===== config.mk =====
export PLATFORM = sky130hd
export DESIGN_NAME = msrv32_pipe_stage_reg
export DESIGN_NICKNAME = d
export VERILOG_FILES = /design/src/rtl/msrv32_pipe_stage_reg.sv
export SDC_FILE = /design/constraint.sdc
export NUM_CORES = 1
export LEC_CHECK = 0
export BUFFER_PORTS_ARGS = -buffer_cell sky130_fd_sc_hd__buf_4
export CAP_MARGIN = 40
export CORE_MARGIN = 2
export CORE_UTILIZATION = 50
export CTS_BUF_LIST = sky130_fd_sc_hd__clkbuf_2
export DETAILED_ROUTE_END_ITERATION = 8
export GPL_ROUTABILITY_DRIVEN = 0
export GPL_TIMING_DRIVEN = 0
export PLACE_DENSITY = 0.88
export SLEW_MARGIN = 20
export SYNTH_ARGS = -nofsm -noshare
export SYNTH_HDL_FRONTEND = slang
export SYNTH_SLANG_ARGS = --single-unit

===== constraint.sdc =====
create_clock -name clk_in -period 1.9 [get_ports clk_in]
set_clock_uncertainty 0.05 [all_clocks]
set_input_delay 0.095 -clock clk_in [delete_from_list [all_inputs] [get_ports clk_in]]
set_output_delay 0.095 -clock clk_in [all_outputs]
set_load 0.05 [all_outputs]

===== src/rtl/msrv32_pipe_stage_reg.sv =====
// msrv32_pipe_stage_reg
//   Reusable pipeline stage register that carries an opaque DATA_W bundle
//   between two msrv32 pipeline stages. It uses a valid/ready handshake and
//   has an optional two-entry skid buffer. A flush kills every held beat,
//   and a saturating counter records downstream stall cycles.
//
// Ports
//   clk_in          rising-edge clock
//   reset_in        synchronous active-high reset
//   flush_in        kill all held beats (branch taken / trap)
//   up_valid_in     upstream beat valid
//   up_ready_out    stage can accept a beat this cycle
//   up_data_in      upstream bundle
//   down_valid_out  downstream beat valid
//   down_ready_in   downstream accepts
//   down_data_out   bundle to downstream (main register)
//   occ_out         number of held beats (0..2)
//   stall_cnt_out   saturating count of valid-but-not-ready cycles

module msrv32_pipe_stage_reg #(
    parameter int unsigned              DATA_W    = 64,
    parameter bit                       SKID      = 1'b1,
    parameter logic [DATA_W-1:0]        RESET_VAL = '0,
    parameter int unsigned              CNT_W     = 16
) (
    input  logic              clk_in,
    input  logic              reset_in,
    input  logic              flush_in,
    input  logic              up_valid_in,
    output logic              up_ready_out,
    input  logic [DATA_W-1:0] up_data_in,
    output logic              down_valid_out,
    input  logic              down_ready_in,
    output logic [DATA_W-1:0] down_data_out,
    output logic [1:0]        occ_out,
    output logic [CNT_W-1:0]  stall_cnt_out
);

    // The state encoding is {main_valid, skid_valid}.
    typedef enum logic [1:0] {
        ST_EMPTY = 2'b00,
        ST_ONE   = 2'b10,
        ST_FULL  = 2'b11
    } state_t;

    state_t              state_q, state_d;
    logic [DATA_W-1:0]   main_q, main_d;
    logic [DATA_W-1:0]   skid_q, skid_d;
    logic [CNT_W-1:0]    cnt_q, cnt_d;

    logic main_valid;
    logic skid_valid;
    logic accept;
    logic xfer;

    assign main_valid = state_q[1];
    assign skid_valid = state_q[0];

    // With the skid buffer, ready comes from registers only. Without it,
    // ready looks through to downstream so a full stage can refill on the
    // same edge that it drains.
    assign up_ready_out = SKID ? !skid_valid : (!main_valid || down_ready_in);

    assign accept = up_valid_in && up_ready_out;
    assign xfer   = main_valid && down_ready_in;

    always_comb begin
        state_d = state_q;
        main_d  = main_q;
        skid_d  = skid_q;

        unique case (state_q)
            ST_EMPTY: begin
                if (accept) begin
                    state_d = ST_ONE;
                    main_d  = up_data_in;
                end
            end
            ST_ONE: begin
                if (accept && xfer) begin
                    main_d = up_data_in;
                end else if (accept && SKID) begin
                    state_d = ST_FULL;
                    skid_d  = up_data_in;
                end else if (xfer) begin
                    state_d = ST_EMPTY;
                end
            end
            ST_FULL: begin
                if (xfer) begin
                    state_d = ST_ONE;
                    main_d  = skid_q;
                end
            end
            default: state_d = ST_EMPTY;
        endcase

        // A flush drops the valid bits only. Any same-cycle accept is
        // discarded, and the data registers keep their old contents.
        if (flush_in) begin
            state_d = ST_EMPTY;
            main_d  = main_q;
            skid_d  = skid_q;
        end
    end

    always_comb begin
        cnt_d = cnt_q;
        if (main_valid && !down_ready_in && (cnt_q != '1)) begin
            cnt_d = cnt_q + 1'b1;
        end
    end

    always_ff @(posedge clk_in) begin
        if (reset_in) begin
            state_q <= ST_EMPTY;
            main_q  <= RESET_VAL;
            skid_q  <= RESET_VAL;
            cnt_q   <= '0;
        end else begin
            state_q <= state_d;
            main_q  <= main_d;
            skid_q  <= skid_d;
            cnt_q   <= cnt_d;
        end
    end

    assign down_valid_out = main_valid;
    assign down_data_out  = main_q;
    assign occ_out        = {1'b0, main_valid} + {1'b0, skid_valid};
    assign stall_cnt_out  = cnt_q;

endmodule


# After elaboration in Yosys (flattened, before gate mapping)
# Index checks and enable logic that the tools add are counted.
# op_classes
n_lt_le_gt_ge	0
multipliers	0
n_reduce_logical	13
muxes	10
shifts	0
bitwise	2
n_addsub	2
n_div	0
n_eq_ne	8
# ops
cell	count
64-bit 2-to-1 mux	3
64-bit one-hot mux with 3 select lines	1
16-bit by 1-bit adder with 16-bit output (second input constant)	1
16-bit != test (second input constant)	1
2-bit 2-to-1 mux	5
2-bit != test (second input constant)	4
4-bit AND reduction	2
2-bit one-hot mux with 3 select lines	1
1-bit logical AND	5
5-bit AND reduction	1
2-bit == test (second input constant)	2
3-bit != test (second input constant)	1
3-bit nonzero test	1
1-bit by 1-bit adder with 2-bit output	1
1-bit zero test	2
2-bit zero test	1
1-bit NOT	2
2-bit OR reduction	1
# totals
memories	0
input_bits	69
regBits	146
out_inout_bits	84
elab_cells	39
ram_bits	0
mem_bits_ro	0
latch_bits	0

# Longest topological paths before layout
# Gate-level depths: netlist of the first run.
# logic_depth
depth_word	5
depth_mapped	9
ltp_nobuf	6

# Least setup slack after synthesis of the first run
# No wires, ideal clock.
# synth_timing
path_type	register to register
start	register state_q[1]
end	register main_q[41] (netlist: down_data_out[41])
required_time_ns	1.727
synth_period_minus_slack_ns	2.473
arrival_time_ns	2.300
setup_slack_ns	-0.573
setup_time_ns	0.123
stages_incl_launch_ff	7
path_buffers	3
path_cell_list	dfxtp_1 > ha_1 > buf_6 > buf_8 > dlymetal6s2s_1 > mux2i_1 > a211oi_2
# synth_between
elab_chain_len	4
elab_cells_between_ends	11
cone_classes	5 x eq/ne; 1 x mux; 5 x reduce/logical
# synth_lines
item	line	rtl
start: declaration	46	state_t state_q, state_d;
start signal: assignment	121	state_q <= state_d;
1-bit logical AND	65	assign xfer = main_valid && down_ready_in;
1-bit logical AND	80	if (accept && xfer) begin
2-bit != test (no line)	--	
5-bit AND reduction (no line)	--	
end signal: assignment	122	main_q <= main_d;
end: declaration	47	logic [DATA_W-1:0] main_q, main_d;
# Parallel ways exist; a longest one is shown, timed or not.
# A chain may end at the register's enable or synchronous reset.

# Worst setup path in the final report of the first run
# layout_timing
start	register state_q[1]
end	register main_q[11] (netlist: down_data_out[11])
# Same word-level chain as after synthesis.

==> flow_metrics.tcl, run 1 <==
set metrics [dict create \
    worst_slack_ns -0.122 \
    hold_class "input port to flop" \
    drive_above_1_share 0.551 \
    coreArea_sq_um 13800 \
    io_buffers 151 \
    yosysSeqAreaShare 0.416 \
    max-slew-margin-rel 0.478 \
    drt-initial-drc-count 509 \
    hpwl_um 12400 \
    dp_slack_ns -0.175 \
    num_io_pins 153 \
    grt_overflow_total 0 \
    grt_max_degree 29 \
    initial_core_util 0.509 \
    drc 0 \
    synth-edff-count 0 \
    crit_chain "buf_8 -> inv_6 -> ha_4 -> or2_4 -> a221oi_4 -> buf_6 -> buf_12 -> buf_12 -> a21oi_2 -> a211oi_2" \
    most-common-layout-cells "buf_4, dfxtp_1, a21oi_2, nand2_1, dlygate4sd3_1" \
    ys_dominant_reg_cell "dfxtp_1" \
    reg2reg_slack_ns -0.12 \
    path_common_cell "buf_12" \
    wl_per_cell_um 20.2 \
    critical_path_class "flop to flop" \
    fp.dieW_um 123 \
    cp_num_buf_inv 5 \
    powerDensity_nw_per_um2 734 \
    cts.sinks 146 \
    die_area_sq_um 15000 \
    clk_pin_slew_worst_paths_ns 0.25 \
    cap_viol_max_count 0 \
    synthesis.area_sq_um 7030 \
    worstSkewPairLatency_ns 0.77 \
    utilization 0.808 \
    final_common_cell "buf_4" \
    yosysWarnings 0 \
    synth.avg_cell_area_sq_um 10.1 \
    area_growth_syn_to_layout_pct 59.0 \
    leakage_nw 4.05 \
    min_period_ns 2.02 \
    drtAntennaViolNets 0 \
    drt_first_pass_iters 5 \
    rsz0062_at_grt "yes" \
    critPathMaxStageDelay_ns 0.41 \
    crit_required_ns 2.55 \
    crit_slowest_cell "dfxtp_4" \
    min_period_over_period 1.06 \
    syn-num-nets 773 \
    tightestPinTransition_ns 0.784 \
    num_rows 43 \
    vdd_drop_max_mv 0.425 \
    ys_ff_latch 146 \
    cts_tree "yes" \
    cp_top_family "buffers and inverters" \
    slew_violations 0 \
    status "finished with violations" \
    violations "setup timing" \
    fmax_mhz 494 \
    via_count 6666 \
    end_kind "flop" \
    cp_max_fo 5 \
    synthArstFlopShare 0 \
    die_y_um 123 \
    vias_per_cell 5.67 \
    hold_violations 0 \
    postSynthCellCount 699 \
    grt_usage 0.264 \
    critPathArrivalTime_ns 2.67 \
    critPathLaunchType "flop" \
    antenna_found_initial 1 \
    setup_violations 116 \
    cts_htree_levels 4 \
    cts_buffers 17 \
    clock_tree.buffer_depth 2 \
    drt-total-wl_um 23700 \
    grt_pass1_vias 6207 \
    nNetsFinal 1055 \
    root_buffer "clkbuf_2" \
    synthDistinctLibCells 54 \
    grt_pass1_wl_um 30900 \
]
[worst min-delay path, delay by kind of cell]
kind            cells  cell delay (ns)
buf+inv             2             0.67
simple gates        1             0.07
compound gates      1             0.05
[layer usage]
| metal | track usage | routed length [um] |
|---|---|---|
| met1 | 0.320 | 9580 |
| met2 | 0.452 | 12100 |
| met3 | 0.0581 | 1250 |
| met4 | 0.106 | 786 |
| met5 | 0 | 0 |
[final timing paths]
path,startpoint,cells past startpoint,to
setup reg to reg,state_q[1]$_SDFFE_PP0P_,10,down_data_out[11]$_SDFFE_PP0P_
setup / recovery,state_q[1]$_SDFFE_PP0P_,10,down_data_out[11]$_SDFFE_PP0P_
hold / removal,up_data_in[7],4,skid_q[7]$_SDFFE_PP0P_
hold reg to reg,skid_q[63]$_SDFFE_PP0P_,2,skid_q[63]$_SDFFE_PP0P_
[through the flow]
stage	hold WS (ns)	instance area, sq um	instances	TNS [ns]	total power, mW
after CTS	0.0237	9860	1148	-0.821	7.87
after floorplan	0.180	7150	699	-8.09	4.89
after global placement	0.301	8510	1030	-10.78	5.44
final	0.0605	11200	1175	-4.60	8.20
after global routing	0.0397	11200	1175	-10.75	8.45
after detailed placement	0.310	8510	1030	-15.20	5.47
[cells in the mapped netlist, types with 6 or more instances]
master    count  area share
a211oi_2     60        0.11
nand3_1       7      0.0050
a21oi_2      60       0.075
nor2_1       10      0.0053
nand2_1     134       0.072
clkbuf_1      8      0.0043
dfxtp_1     146        0.42
buf_2        16       0.011
a21oi_1      77       0.055
clkbuf_8     16       0.031
o21ai_0       7      0.0050
mux2i_1      66       0.094
buf_12        6       0.017
[cell type report]
| type | instances | area (sq um) |
|---|---|---|
| clock buffer | 17 | 85.1 |
| buffer | 59 | 835 |
| sequential | 146 | 2940 |
| timing repair buffer | 266 | 2580 |
| antenna | 1 | 2.50 |
| inverter | 3 | 20.0 |
| clock inverter | 15 | 214 |
| fill | 757 | 2650 |
| tap | 180 | 225 |
| multi-input combinational | 488 | 4280 |
[cells by family after synthesis]
logic type | after synthesis | share of synthesized area
xor+xnor | 2 | 0.00249
flops | 146 | 0.416
simple gates | 188 | 0.120
mux | 66 | 0.0939
fa+ha+maj | 5 | 0.00890
buf+inv | 65 | 0.0900
compound gates | 227 | 0.269
[report_power, final]
part	switching, mW	total, mW	internal [mW]
combinational	1.45	2.58	1.13
sequential	0.158	3.40	3.25
clock	1.23	2.22	0.988
total	2.84	8.20	5.36
[flip-flops by register name, indices dropped and copies added, names as in the netlist]
signal / cells
stall_cnt_out: 16
down_data_out: 64
skid_q: 64
state_q: 2
[repair_timing]
item,CTS,global route
endpoints found under the hold margin,142,0
gates cloned,4,17
resized for setup,36,239
hold buffers,69,0
pin swaps,9,130
setup buffers,15,10
setup endpoints to repair,125,133
(Power assumes the default switching activity.)
==> inputs of run 2 (changes only) <==
--- a/config.mk
+++ b/config.mk
@@ -9,7 +9,7 @@
 export CAP_MARGIN = 40
 export CORE_MARGIN = 2
 export CORE_UTILIZATION = 50
-export CTS_BUF_LIST = sky130_fd_sc_hd__clkbuf_2
+export CTS_BUF_LIST = sky130_fd_sc_hd__clkbuf_8
 export DETAILED_ROUTE_END_ITERATION = 8
 export GPL_ROUTABILITY_DRIVEN = 0
 export GPL_TIMING_DRIVEN = 0
==> flow_metrics.tcl, run 2 (same netlist as run 1, synthesis figures left out) <==
set metrics [dict create \
    status "finished with violations" \
    violations "setup timing" \
    cts_buffers 17 \
    vdd_drop_max_mv 0.532 \
    power_mw 8.51 \
    final_cell_count_no_fill 1150 \
    p_comb_frac 0.267 \
    critPathLaunchType "flop" \
    critical_path_class "flop to flop" \
    diodes 0 \
    clock_tree.buffer_depth 2 \
    clk_pin_slew_worst_paths_ns 0.08 \
    grt_pass1_wl_um 30700 \
    setup_violations 88 \
    area_growth_syn_to_layout_pct 43.0 \
    crit_required_ns 2.18 \
    critPathArrivalTime_ns 2.23 \
    hold_violations 0 \
    cp_num_buf_inv 4 \
    nNetsFinal 1031 \
    cts_tree "yes" \
    via_count 6335 \
    dpl_cell_area_sq_um 8510 \
    r2r_cells 8 \
    seqPwrFrac 0.397 \
    rsz0062_at_grt "yes" \
    tightestPinTransition_ns 0.732 \
    place_inst 1030 \
    wl_per_cell_um 17.4 \
    cts_htree_levels 4 \
    dp_slack_ns -0.175 \
    cap_viol_max_count 0 \
    max-slew-margin-rel 0.512 \
    die_area_sq_um 15000 \
    whs_path_depth 4 \
    timing.setup.tns_ns -1.47 \
    fmax_mhz 514 \
    grt_pass1_vias 6174 \
    drt_first_pass_iters 5 \
    crit_chain "clkinvlp_4 -> ha_4 -> buf_12 -> a221oi_4 -> and2_4 -> clkbuf_16 -> clkbuf_16 -> a211oi_2" \
    drt-initial-drc-count 535 \
    leakage_nw 3.74 \
    swShare 0.316 \
    drt-total-wl_um 20100 \
    powerDensity_nw_per_um2 846 \
    grt_max_degree 17 \
    hold_class "input port to flop" \
    root_buffer "clkbuf_8" \
    min_period_over_period 1.02 \
    slew_violations 0 \
    crit_cells 8 \
    drc 0 \
    crit_slowest_cell "dfxtp_4" \
    whs_ns 0.0922 \
    grt_usage 0.262 \
    cp_top_family "buffers and inverters" \
    most-common-layout-cells "buf_4, dfxtp_1, nand2_1, a21oi_1, dlygate4sd3_1" \
    cts.sinks 146 \
    fp.dieW_um 123 \
    io_buffers 151 \
    path_common_cell "clkbuf_16" \
    min_period_ns 1.95 \
    critPathMaxStageDelay_ns 0.41 \
    end_kind "flop" \
    initial_core_util 0.509 \
    antenna_found_initial 0 \
    final_common_cell "buf_4" \
    drive_above_1_share 0.415 \
    die_y_um 123 \
    hpwl_um 12400 \
    coreArea_sq_um 13800 \
    worst_slack_ns -0.0450 \
    drtAntennaViolNets 0 \
    utilization 0.727 \
    worstSkewPairLatency_ns 0.45 \
    fin_area_sq_um 10100 \
    grt_overflow_total 0 \
    num_io_pins 153 \
    clkPwrFrac 0.336 \
    p_switching_mw 2.69 \
    vias_per_cell 5.51 \
    cp_max_fo 10 \
    p_int_mw 5.82 \
    reg2reg_slack_ns -0.05 \
    num_rows 43 \
]
## run 2: cell types whose count changed in the layout (fill, tap and decap cells not counted), moves of 8 or more
cell and delta:
clkbuf_16 -16, nand2_4 -59, nand2_1 +59, clkbuf_2 -17, buf_12 -8, clkbuf_8 +20
a21oi_1 +61, a21oi_2 -61
## run 2: cell type report
class / instances / area (sq um)
Clock buffer: 19 / 262
Inverter: 3 / 20.0
Buffer: 62 / 785
Clock inverter: 13 / 206
Multi-Input combinational cell: 488 / 3580
Tap cell: 180 / 225
Sequential cell: 146 / 2940
Fill cell: 959 / 3770
Timing Repair Buffer: 239 / 2050
## run 2: final timing paths
path	end	start
setup reg to reg	down_data_out[36]$_SDFFE_PP0P_	state_q[0]$_SDFFE_PP0P_
hold / removal	state_q[0]$_SDFFE_PP0P_	up_valid_in
setup / recovery	down_data_out[36]$_SDFFE_PP0P_	state_q[0]$_SDFFE_PP0P_
hold reg to reg	skid_q[63]$_SDFFE_PP0P_	skid_q[63]$_SDFFE_PP0P_
## run 2: tightest hold or removal path, delay by kind of cell
kind	cells	cell delay, ns
simple gates	1	0.12
compound gates	2	0.25
buf+inv	1	0.10
## run 2: metal layers
layer / GRT usage / up-vias / wire length (um)
met5: 0 / - / 0
met4: 0.117 / 0 / 540
met3: 0.0548 / 46 / 1140
met2: 0.455 / 239 / 10100
met1: 0.311 / 3034 / 8300
li1: - / 3016 / -
## run 2: power by group through the flow
stage          clock (mW)  combinational (mW)  sequential (mW)
2_1_floorplan           0               0.941             3.95
6_report             2.86                2.27             3.38
3_3_place_gp            0                2.00             3.44
3_5_place_dp            0                2.02             3.45
4_1_cts              2.89                2.22             3.38
5_1_grt              3.00                2.39             3.39
## run 2: what timing repair did
| action | 4_1_cts | 5_1_grt |
|---|---|---|
| hold buffers | 67 | 0 |
| setup buffers | 7 | 8 |
| pin swaps | 2 | 4 |
| cloned | 3 | 3 |
| resized for setup | 22 | 28 |
| hold endpoints to repair | 126 | 0 |
| endpoints found under the setup margin | 124 | 130 |
